--- src/rtl/multi_channel_word_builder.sv ---
// Assembles per-channel 8b10b data bytes into words, buffers each channel in a small FIFO and
// merges the channels round-robin onto one valid/ready stream tagged with the source channel.
module multi_channel_word_builder #(
  parameter int CHANNELS       = 4,
  parameter int BYTES_PER_WORD = 3,
  parameter int FIFO_DEPTH     = 8,
  parameter int CNT_WIDTH      = 8,
  localparam int CH_W          = (CHANNELS > 1) ? $clog2(CHANNELS) : 1,
  localparam int DW            = 8 * BYTES_PER_WORD
) (
  input  logic                          WCLK,
  input  logic                          RESET_N,
  input  logic                          SOFT_RST,
  input  logic [CHANNELS-1:0]           CH_EN,
  input  logic [CHANNELS-1:0]           SYM_VALID,
  input  logic [CHANNELS-1:0]           SYM_K,
  input  logic [8*CHANNELS-1:0]         SYM_DATA,
  input  logic [CHANNELS-1:0]           SYM_ERR,
  output logic                          OUT_VALID,
  input  logic                          OUT_READY,
  output logic [DW-1:0]                 OUT_DATA,
  output logic [CH_W-1:0]               OUT_CH,
  output logic [CHANNELS-1:0]           FIFO_FULL,
  output logic [CNT_WIDTH*CHANNELS-1:0] LOST_ERR_CNT,
  output logic [CNT_WIDTH*CHANNELS-1:0] DECODER_ERR_CNT
);

  localparam int AW    = $clog2(FIFO_DEPTH);
  localparam int SEL_W = (BYTES_PER_WORD > 1) ? $clog2(BYTES_PER_WORD) : 1;

  logic [DW-1:0]       head [CHANNELS];
  logic [CHANNELS-1:0] not_empty;
  logic [CHANNELS-1:0] pop;

  for (genvar gi = 0; gi < CHANNELS; gi++) begin : g_ch
    logic [SEL_W-1:0]     byte_sel_q, byte_sel_d;
    logic [DW-1:0]        word_q, word_d;
    logic                 push_q, push_d;
    logic [CNT_WIDTH-1:0] dec_cnt_q, dec_cnt_d;
    logic [CNT_WIDTH-1:0] lost_cnt_q, lost_cnt_d;
    logic [AW:0]          wr_ptr_q, wr_ptr_d;
    logic [AW:0]          rd_ptr_q, rd_ptr_d;
    logic [DW-1:0]        mem_q [FIFO_DEPTH];
    logic                 full;
    logic                 wr_en;
    logic [7:0]           sym_byte;

    assign sym_byte = SYM_DATA[8*gi +: 8];
    // Full comes from the pointers alone, so a same-cycle pop never rescues an incoming word.
    assign full  = (wr_ptr_q[AW] != rd_ptr_q[AW]) && (wr_ptr_q[AW-1:0] == rd_ptr_q[AW-1:0]);
    assign wr_en = push_q && !full;

    always_comb begin
      byte_sel_d = byte_sel_q;
      word_d     = word_q;
      push_d     = 1'b0;
      dec_cnt_d  = dec_cnt_q;
      lost_cnt_d = lost_cnt_q;
      wr_ptr_d   = wr_ptr_q;
      rd_ptr_d   = rd_ptr_q;
      if (!CH_EN[gi]) begin
        byte_sel_d = '0;
      end else if (SYM_VALID[gi]) begin
        if (SYM_ERR[gi]) begin
          byte_sel_d = '0;
          if (dec_cnt_q != '1) dec_cnt_d = dec_cnt_q + CNT_WIDTH'(1);
        end else if (SYM_K[gi]) begin
          byte_sel_d = '0;
        end else begin
          for (int b = 0; b < BYTES_PER_WORD; b++) begin
            if (byte_sel_q == SEL_W'(b)) word_d[DW-1-8*b -: 8] = sym_byte;
          end
          if (byte_sel_q == SEL_W'(BYTES_PER_WORD - 1)) begin
            byte_sel_d = '0;
            push_d     = 1'b1;
          end else begin
            byte_sel_d = byte_sel_q + SEL_W'(1);
          end
        end
      end
      if (push_q && full && (lost_cnt_q != '1)) lost_cnt_d = lost_cnt_q + CNT_WIDTH'(1);
      if (wr_en) wr_ptr_d = wr_ptr_q + (AW+1)'(1);
      if (pop[gi]) rd_ptr_d = rd_ptr_q + (AW+1)'(1);
      if (SOFT_RST) begin
        byte_sel_d = '0;
        word_d     = '0;
        push_d     = 1'b0;
        dec_cnt_d  = '0;
        lost_cnt_d = '0;
        wr_ptr_d   = '0;
        rd_ptr_d   = '0;
      end
    end

    always_ff @(posedge WCLK or negedge RESET_N) begin
      if (!RESET_N) begin
        byte_sel_q <= '0;
        word_q     <= '0;
        push_q     <= 1'b0;
        dec_cnt_q  <= '0;
        lost_cnt_q <= '0;
        wr_ptr_q   <= '0;
        rd_ptr_q   <= '0;
      end else begin
        byte_sel_q <= byte_sel_d;
        word_q     <= word_d;
        push_q     <= push_d;
        dec_cnt_q  <= dec_cnt_d;
        lost_cnt_q <= lost_cnt_d;
        wr_ptr_q   <= wr_ptr_d;
        rd_ptr_q   <= rd_ptr_d;
      end
    end

    // Storage needs no reset: the pointers alone define what is valid.
    always_ff @(posedge WCLK) begin
      if (wr_en) mem_q[wr_ptr_q[AW-1:0]] <= word_q;
    end

    assign head[gi]      = mem_q[rd_ptr_q[AW-1:0]];
    assign not_empty[gi] = (wr_ptr_q != rd_ptr_q);
    assign FIFO_FULL[gi] = full;
    assign LOST_ERR_CNT[CNT_WIDTH*gi +: CNT_WIDTH]    = lost_cnt_q;
    assign DECODER_ERR_CNT[CNT_WIDTH*gi +: CNT_WIDTH] = dec_cnt_q;
  end

  logic            out_valid_q, out_valid_d;
  logic [DW-1:0]   out_data_q, out_data_d;
  logic [CH_W-1:0] out_ch_q, out_ch_d;
  logic [CH_W-1:0] rr_q, rr_d;
  logic            grant_found;
  logic [CH_W-1:0] grant;
  int              idx;

  always_comb begin
    grant_found = 1'b0;
    grant       = '0;
    idx         = 0;
    for (int i = 0; i < CHANNELS; i++) begin
      idx = (int'(rr_q) + i) % CHANNELS;
      if (!grant_found && not_empty[CH_W'(idx)]) begin
        grant_found = 1'b1;
        grant       = CH_W'(idx);
      end
    end
  end

  always_comb begin
    out_valid_d = out_valid_q;
    out_data_d  = out_data_q;
    out_ch_d    = out_ch_q;
    rr_d        = rr_q;
    pop         = '0;
    if (!out_valid_q || OUT_READY) begin
      out_valid_d = grant_found;
      if (grant_found) begin
        out_data_d  = head[grant];
        out_ch_d    = grant;
        pop[grant]  = 1'b1;
        rr_d        = (grant == CH_W'(CHANNELS - 1)) ? '0 : grant + CH_W'(1);
      end
    end
    if (SOFT_RST) begin
      out_valid_d = 1'b0;
      out_data_d  = '0;
      out_ch_d    = '0;
      rr_d        = '0;
    end
  end

  always_ff @(posedge WCLK or negedge RESET_N) begin
    if (!RESET_N) begin
      out_valid_q <= 1'b0;
      out_data_q  <= '0;
      out_ch_q    <= '0;
      rr_q        <= '0;
    end else begin
      out_valid_q <= out_valid_d;
      out_data_q  <= out_data_d;
      out_ch_q    <= out_ch_d;
      rr_q        <= rr_d;
    end
  end

  assign OUT_VALID = out_valid_q;
  assign OUT_DATA  = out_data_q;
  assign OUT_CH    = out_ch_q;

endmodule

--- config.mk ---
export PLATFORM = sky130hd
export DESIGN_NAME = multi_channel_word_builder
export DESIGN_NICKNAME = d
export VERILOG_FILES = /design/src/rtl/multi_channel_word_builder.sv
export SDC_FILE = /design/constraint.sdc
export NUM_CORES = 1
export LEC_CHECK = 0
export CAP_MARGIN = 20
export CORE_AREA = 5 5 374 284
export CTS_CLUSTER_DIAMETER = 50
export DETAILED_ROUTE_END_ITERATION = 8
export DIE_AREA = 0 0 379 289
export DONT_BUFFER_PORTS = 1
export GPL_ROUTABILITY_DRIVEN = 1
export MAX_ROUTING_LAYER = met4
export PLACE_DENSITY = 0.6
export RECOVER_POWER = 50
export SYNTH_ARGS = -nofsm -noshare
export SYNTH_HDL_FRONTEND = slang
export SYNTH_SLANG_ARGS = --single-unit
--- constraint.sdc ---
create_clock -name WCLK -period 6.4 [get_ports WCLK]
set_clock_uncertainty 0.05 [all_clocks]
set_input_delay 1.28 -clock WCLK [delete_from_list [all_inputs] [get_ports WCLK]]
set_output_delay 1.28 -clock WCLK [all_outputs]
set_load 0.01 [all_outputs]
### Word level (Yosys, flattened, before mapping)

Memory sizes are Yosys's and may differ from the RTL's.
Index checks and enable logic that the tools add are counted.

| operators by class | value |
|---|---|
| add/sub/neg operators | 24 |
| $lt $le $gt $ge | 7 |
| equal/unequal tests | 41 |
| muxes and demuxes | 171 |
| bitwise gates (word level) | 1 |
| reduce and logical (&&, ||, !) cells | 92 |

Operators with widths:

| operator | count |
|---|---|
| $mux 24 | 25 |
| $mux 8 | 40 |
| $reduce_bool 2->1 | 42 |
| $mux 4 | 18 |
| $mux 2 | 35 |
| $add 8x1->8 const B | 8 |
| $ne 8x8->1 const B | 8 |
| $reduce_and 5->1 | 12 |
| $bmux 24 s2 | 1 |
| $mux 1 | 47 |
| $add 4x1->4 const B | 8 |
| $logic_and 1x1->1 | 20 |
| $lt 2x4->1 const B | 4 |
| $ne 2x2->1 const B | 8 |
| $ne 4x4->1 | 4 |
| $reduce_and 4->1 | 4 |
| $add 2x1->2 const B | 6 |
| $eq 3x3->1 | 4 |
| $ne 3x2->1 const B | 4 |
| $eq 2x2->1 const B | 5 |
| $bmux 1 s2 | 4 |
| $eq 2x1->1 const B | 4 |
| $logic_not 1->1 | 8 |
| $logic_not 2->1 | 4 |
| 9 further kinds | 13 |

| storage, ports and cells | value |
|---|---|
| register bits after elaboration | 233 |
| memory bits (writable) | 768 |
| bits of input ports | 52 |
| output and inout bits | 95 |
| word-level logic and storage cells | 380 |
| memories kept | 4 |

Memories:

| name | depth | width | read ports | clocked after memory_dff | write ports | RTL line | source |
|---|---|---|---|---|---|---|---|
| g_ch[0].mem_q | 8 | 24 | 1 | 0 | 1 | 43 | `logic [DW-1:0] mem_q [FIFO_DEPTH];` |
| g_ch[1].mem_q | 8 | 24 | 1 | 0 | 1 | 43 |  |
| g_ch[2].mem_q | 8 | 24 | 1 | 0 | 1 | 43 |  |
| g_ch[3].mem_q | 8 | 24 | 1 | 0 | 1 | 43 |  |

### Longest topological paths before layout

| depth | value |
|---|---|
| word-level depth | 22 |
| depth in mapped cells | 12 |
| depth with buffers taken out | 9 |

### Least setup slack after synthesis

OpenSTA, ideal clock, no wires.

| path | value |
|---|---|
| path type | reg2reg |
| start point | register g_ch[2].wr_ptr_q[2] |
| end point | memory g_ch[2].mem_q[0][0] (netlist name) (enable) |
| setup time | 0.435 ns |
| data arrival time | 3.319 ns |
| required time | 5.915 ns |
| slack | 2.596 ns |
| cell stages (with the launch flop) | 7 |
| buffers on the path | 1 |
| clock period less this slack | 3.804 ns |
| cell sequence | dfrtp_1 clkbuf_1 xor2_1 nor4_1 nand2b_1 or2_2 nor3_1 |

| between the ends | value |
|---|---|
| word-level cells in the longest chain between the ends | 6 |

Ends and longest elaborated chain:

| element | RTL line | source |
|---|---|---|
| start: declaration | 41 | `logic [AW:0] wr_ptr_q, wr_ptr_d;` |
| start signal: assignment | 110 | `wr_ptr_q <= wr_ptr_d;` |
| $eq 3x3->1 | 50 | `assign full = (wr_ptr_q[AW] != rd_ptr_q[AW]) && (wr_ptr_q[AW-1:0] == rd_ptr_q[AW-1:0]);` |
| $logic_and 1x1->1 | 50 |  |
| net g_ch[2].full | 44 | `logic full;` |
| $logic_not 1->1 | 51 | `assign wr_en = push_q && !full;` |
| $logic_and 1x1->1 | 51 |  |
| $mux 1 | 117 | `if (wr_en) mem_q[wr_ptr_q[AW-1:0]] <= word_q;` |
| $mux 1 (implied by the code) | 117 |  |
| end: declaration | 43 |  |

The timed path passes the listed nets, and every way through them passes these cells.

### Worst setup path after layout

| path | value |
|---|---|
| start point | register g_ch[1].rd_ptr_q[1] |
| end point | output port FIFO_FULL[1] |

| between the ends | value |
|---|---|
| word-level cells in the longest chain between the ends | 2 |

Ends and longest elaborated chain:

| element | RTL line | source |
|---|---|---|
| start: declaration | 42 | `logic [AW:0] rd_ptr_q, rd_ptr_d;` |
| start signal: assignment | 111 | `rd_ptr_q <= rd_ptr_d;` |
| $eq 3x3->1 | 50 |  |
| $logic_and 1x1->1 | 50 |  |
| end: declaration | 23 | `output logic [CHANNELS-1:0] FIFO_FULL,` |

No other way between the ends.

==> flow_summary.ini <==
[sta]
finalHoldViolations = 0
fmax_mhz = 233
rsz0062_at_grt = false
period_needed_ps = 4280
worst_slew_pin_slew_ps = 1070
slew_headroom_pct = 28.8
fin_setup_tns_ps = 0
setup_viol = 0
slew_violations = 0
post-route-period-util_pct = 66.9

[grt]
first_global_vias = 20608
grt-ovfl-total = 0
grt_max_degree = 234
antenna_found_initial = 3
grt_pass1_wl_microns = 140000
grt_usage_pct = 17.8

[placed_design]
place_congestion = 0.816
dp_hpwl_microns = 57100
port_buffers = 0
postPlaceCellArea_sq_um = 42100

[drt]
final_antenna_net_count = 0
first_iter_violations = 2010
dr_total_vias = 20161
wl_microns = 93400
avgViaCountPerCell = 5.43
drc = 0
avgRoutedWirePerCell_microns = 25.1
drtPass1Iterations = 5

[die]
dieArea_sq_um = 110000
start_util_pct = 39.6
die_h_microns = 289
row_count = 102
die_w_microns = 379
io_pins = 147
core_area_sq_um = 102000

[final_layout]
synthToLayoutAreaGrowth_pct = 12.8
nNetsFinal = 2339
seqCellArea_sq_um = 28900
fillCellCount = 8747
multi_input_area_sq_um = 11200
finalInstanceArea_sq_um = 45700
drive_above_1_share_pct = 23.2

[critical_path]
critPathKind = reg -> out
cp.required_ps = 5070
start_kind = flip-flop
crit_family = buffers and inverters
critPathMaxFanout = 52
critPathCaptureType = primary output
path_cells = buf_4, xor2_1, or4b_1, inv_1
worstPathArrival_ps = 2950
max_stage_delay_ps = 780
crit_slowest_cell = or4b_1
crit_buf_inv = 2

[power_and_ir_drop]
leakage_nw = 16.0
max-vdd-ir-drop_v = 0.000208
power_density_nw_per_um2 = 307

[yosys]
ys.flop_type = edfxtp_1
synth_edf_count = 768
yosysSeqAreaShare_pct = 71.3
ys_ff_latch = 1001
synth_area_leaders = edfxtp_1 (57%), dfrtp_1 (14%), mux4_2 (11%)
netlist_instances = 2236
async_flop_share_pct = 23.3
syn_avg_cell_area_sq_um = 18.1
synth_cell_types = 68
synth_most_common_cell = edfxtp_1
synth_area_sq_um = 40500
yosys-top-cells-count = edfxtp_1 (768), dfrtp_1 (233), mux4_2 (192)
yosysWarnings = 0
yosysTopAreaCellShare_pct = 56.9
mappedNetlistNets = 2308
synth_top_area_cell = edfxtp_1

[cts]
cts.htree.levels = 3
clk_pin_slew_ps = 60
holdBufCountCts = 0
clock-sinks = 1001
cts_tree = yes
ctsResizeCount = 0
clockBufferDepth = 3
numCtsBuffers = 105
clk_latency_ps = 690
post_cts_buffers = 0
root_buffer = clkbuf_16

[job]
max_cap_violations = 0

[min_path]
hp-class = in -> async

[run_status]
outcome = complete, no violations
## path summary, 6_finish.rpt
path	from	end	slack [ps]	depth (start not counted)
worst max register to register	g_ch[2].rd_ptr_q[0]	g_ch[2].mem_q[6][8]	2710	6
worst min-delay path	RESET_N	g_ch[2].word_q[5]	250	0
max in group asynchronous	RESET_N	g_ch[1].rd_ptr_q[0]	5250	0
worst max-delay path	g_ch[1].rd_ptr_q[1]	FIFO_FULL[1]	2120	4
worst min register to register	g_ch[0].byte_sel_q[1]	g_ch[0].byte_sel_q[1]	530	2
min in group WCLK	g_ch[0].byte_sel_q[1]	g_ch[0].byte_sel_q[1]	530	2
## final cells by class
class                           count  area share (%)
Antenna cell                        4          0.0219
Clock buffer                      151            6.57
Clock inverter                     48            1.23
Inverter                           17           0.145
Multi-Input combinational cell   1099            24.4
Sequential cell                  1001            63.2
Tap cell                         1352            3.70
Timing Repair Buffer               43           0.741
## logic make-up (layout without fill, tap and decap cells)
kind of cell	count (synthesis)	after routing	share of synthesized area [%]
other cells	0	4	0
compound gates	133	133	2.77
fa+ha+maj	20	20	0.617
xor+xnor	92	92	2.10
buf+inv	136	259	1.64
mux	414	414	16.5
simple gates	440	440	5.08
flops	1001	1001	71.3
## report_power, final
group / internal [mW] / total, mW / switching, mW
combinational: 0.292 / 0.632 / 0.340
sequential: 7.04 / 7.22 / 0.176
clock: 3.66 / 6.22 / 2.56
total: 11.0 / 14.1 / 3.07
## layer usage
| layer | global-route usage (%) | share of wire (%) |
|---|---|---|
| met1 | 25.9 | 46 |
| met2 | 25.1 | 44 |
| met3 | 5.59 | 8.4 |
| met4 | 3.22 | 1.4 |
| met5 | - | 0 |
## state kept, by name, summed over array words and instances (netlist names), 8 cells and up
name	count
g_ch.lost_cnt_q	32
g_ch.rd_ptr_q	16
g_ch.word_q	96
g_ch.dec_cnt_q	32
g_ch.byte_sel_q	8
g_ch.mem_q	768
g_ch.wr_ptr_q	16
OUT_DATA	24
## metrics by stage
| stage | worst slack (ps) | hold WS, ps | util, % | cells | power, mW |
|---|---|---|---|---|---|
| after global placement | 2700 | 496 | 41.2 | 3510 | 7.96 |
| after CTS | 2020 | 198 | 44.7 | 3710 | 14.2 |
| final | 2120 | 250 | 44.7 | 3715 | 14.1 |
| after detailed placement | 2640 | 508 | 41.2 | 3511 | 7.97 |
| after global routing | 1900 | 191 | 44.7 | 3714 | 14.6 |
| after floorplan | 2600 | 474 | - | 2236 | 7.75 |
## worst reg2reg max path, cell delays in order, from the launching register on
cell and delay [ps]:
dfrtp_2 750, xor2_1 550, nor4_2 250, nand2b_1 270, or2_2 390, nor2_2 810
buf_4 310
## layout by cell type, fill, tap and decap left out, drive strengths merged, types with 33 or more instances in the layout
cell type | synthesis | layout
edfxtp | 768 | 768
mux4 | 192 | 192
nand2 | 90 | 90
mux2 | 64 | 64
a21oi | 42 | 42
clkbuf | 61 | 153
nand3 | 51 | 51
mux2i | 158 | 158
nor2 | 185 | 185
buf | 58 | 41
xor2 | 59 | 59
dfrtp | 233 | 233
xnor2 | 33 | 33
Note: power is estimated with default switching activity, not from simulation.
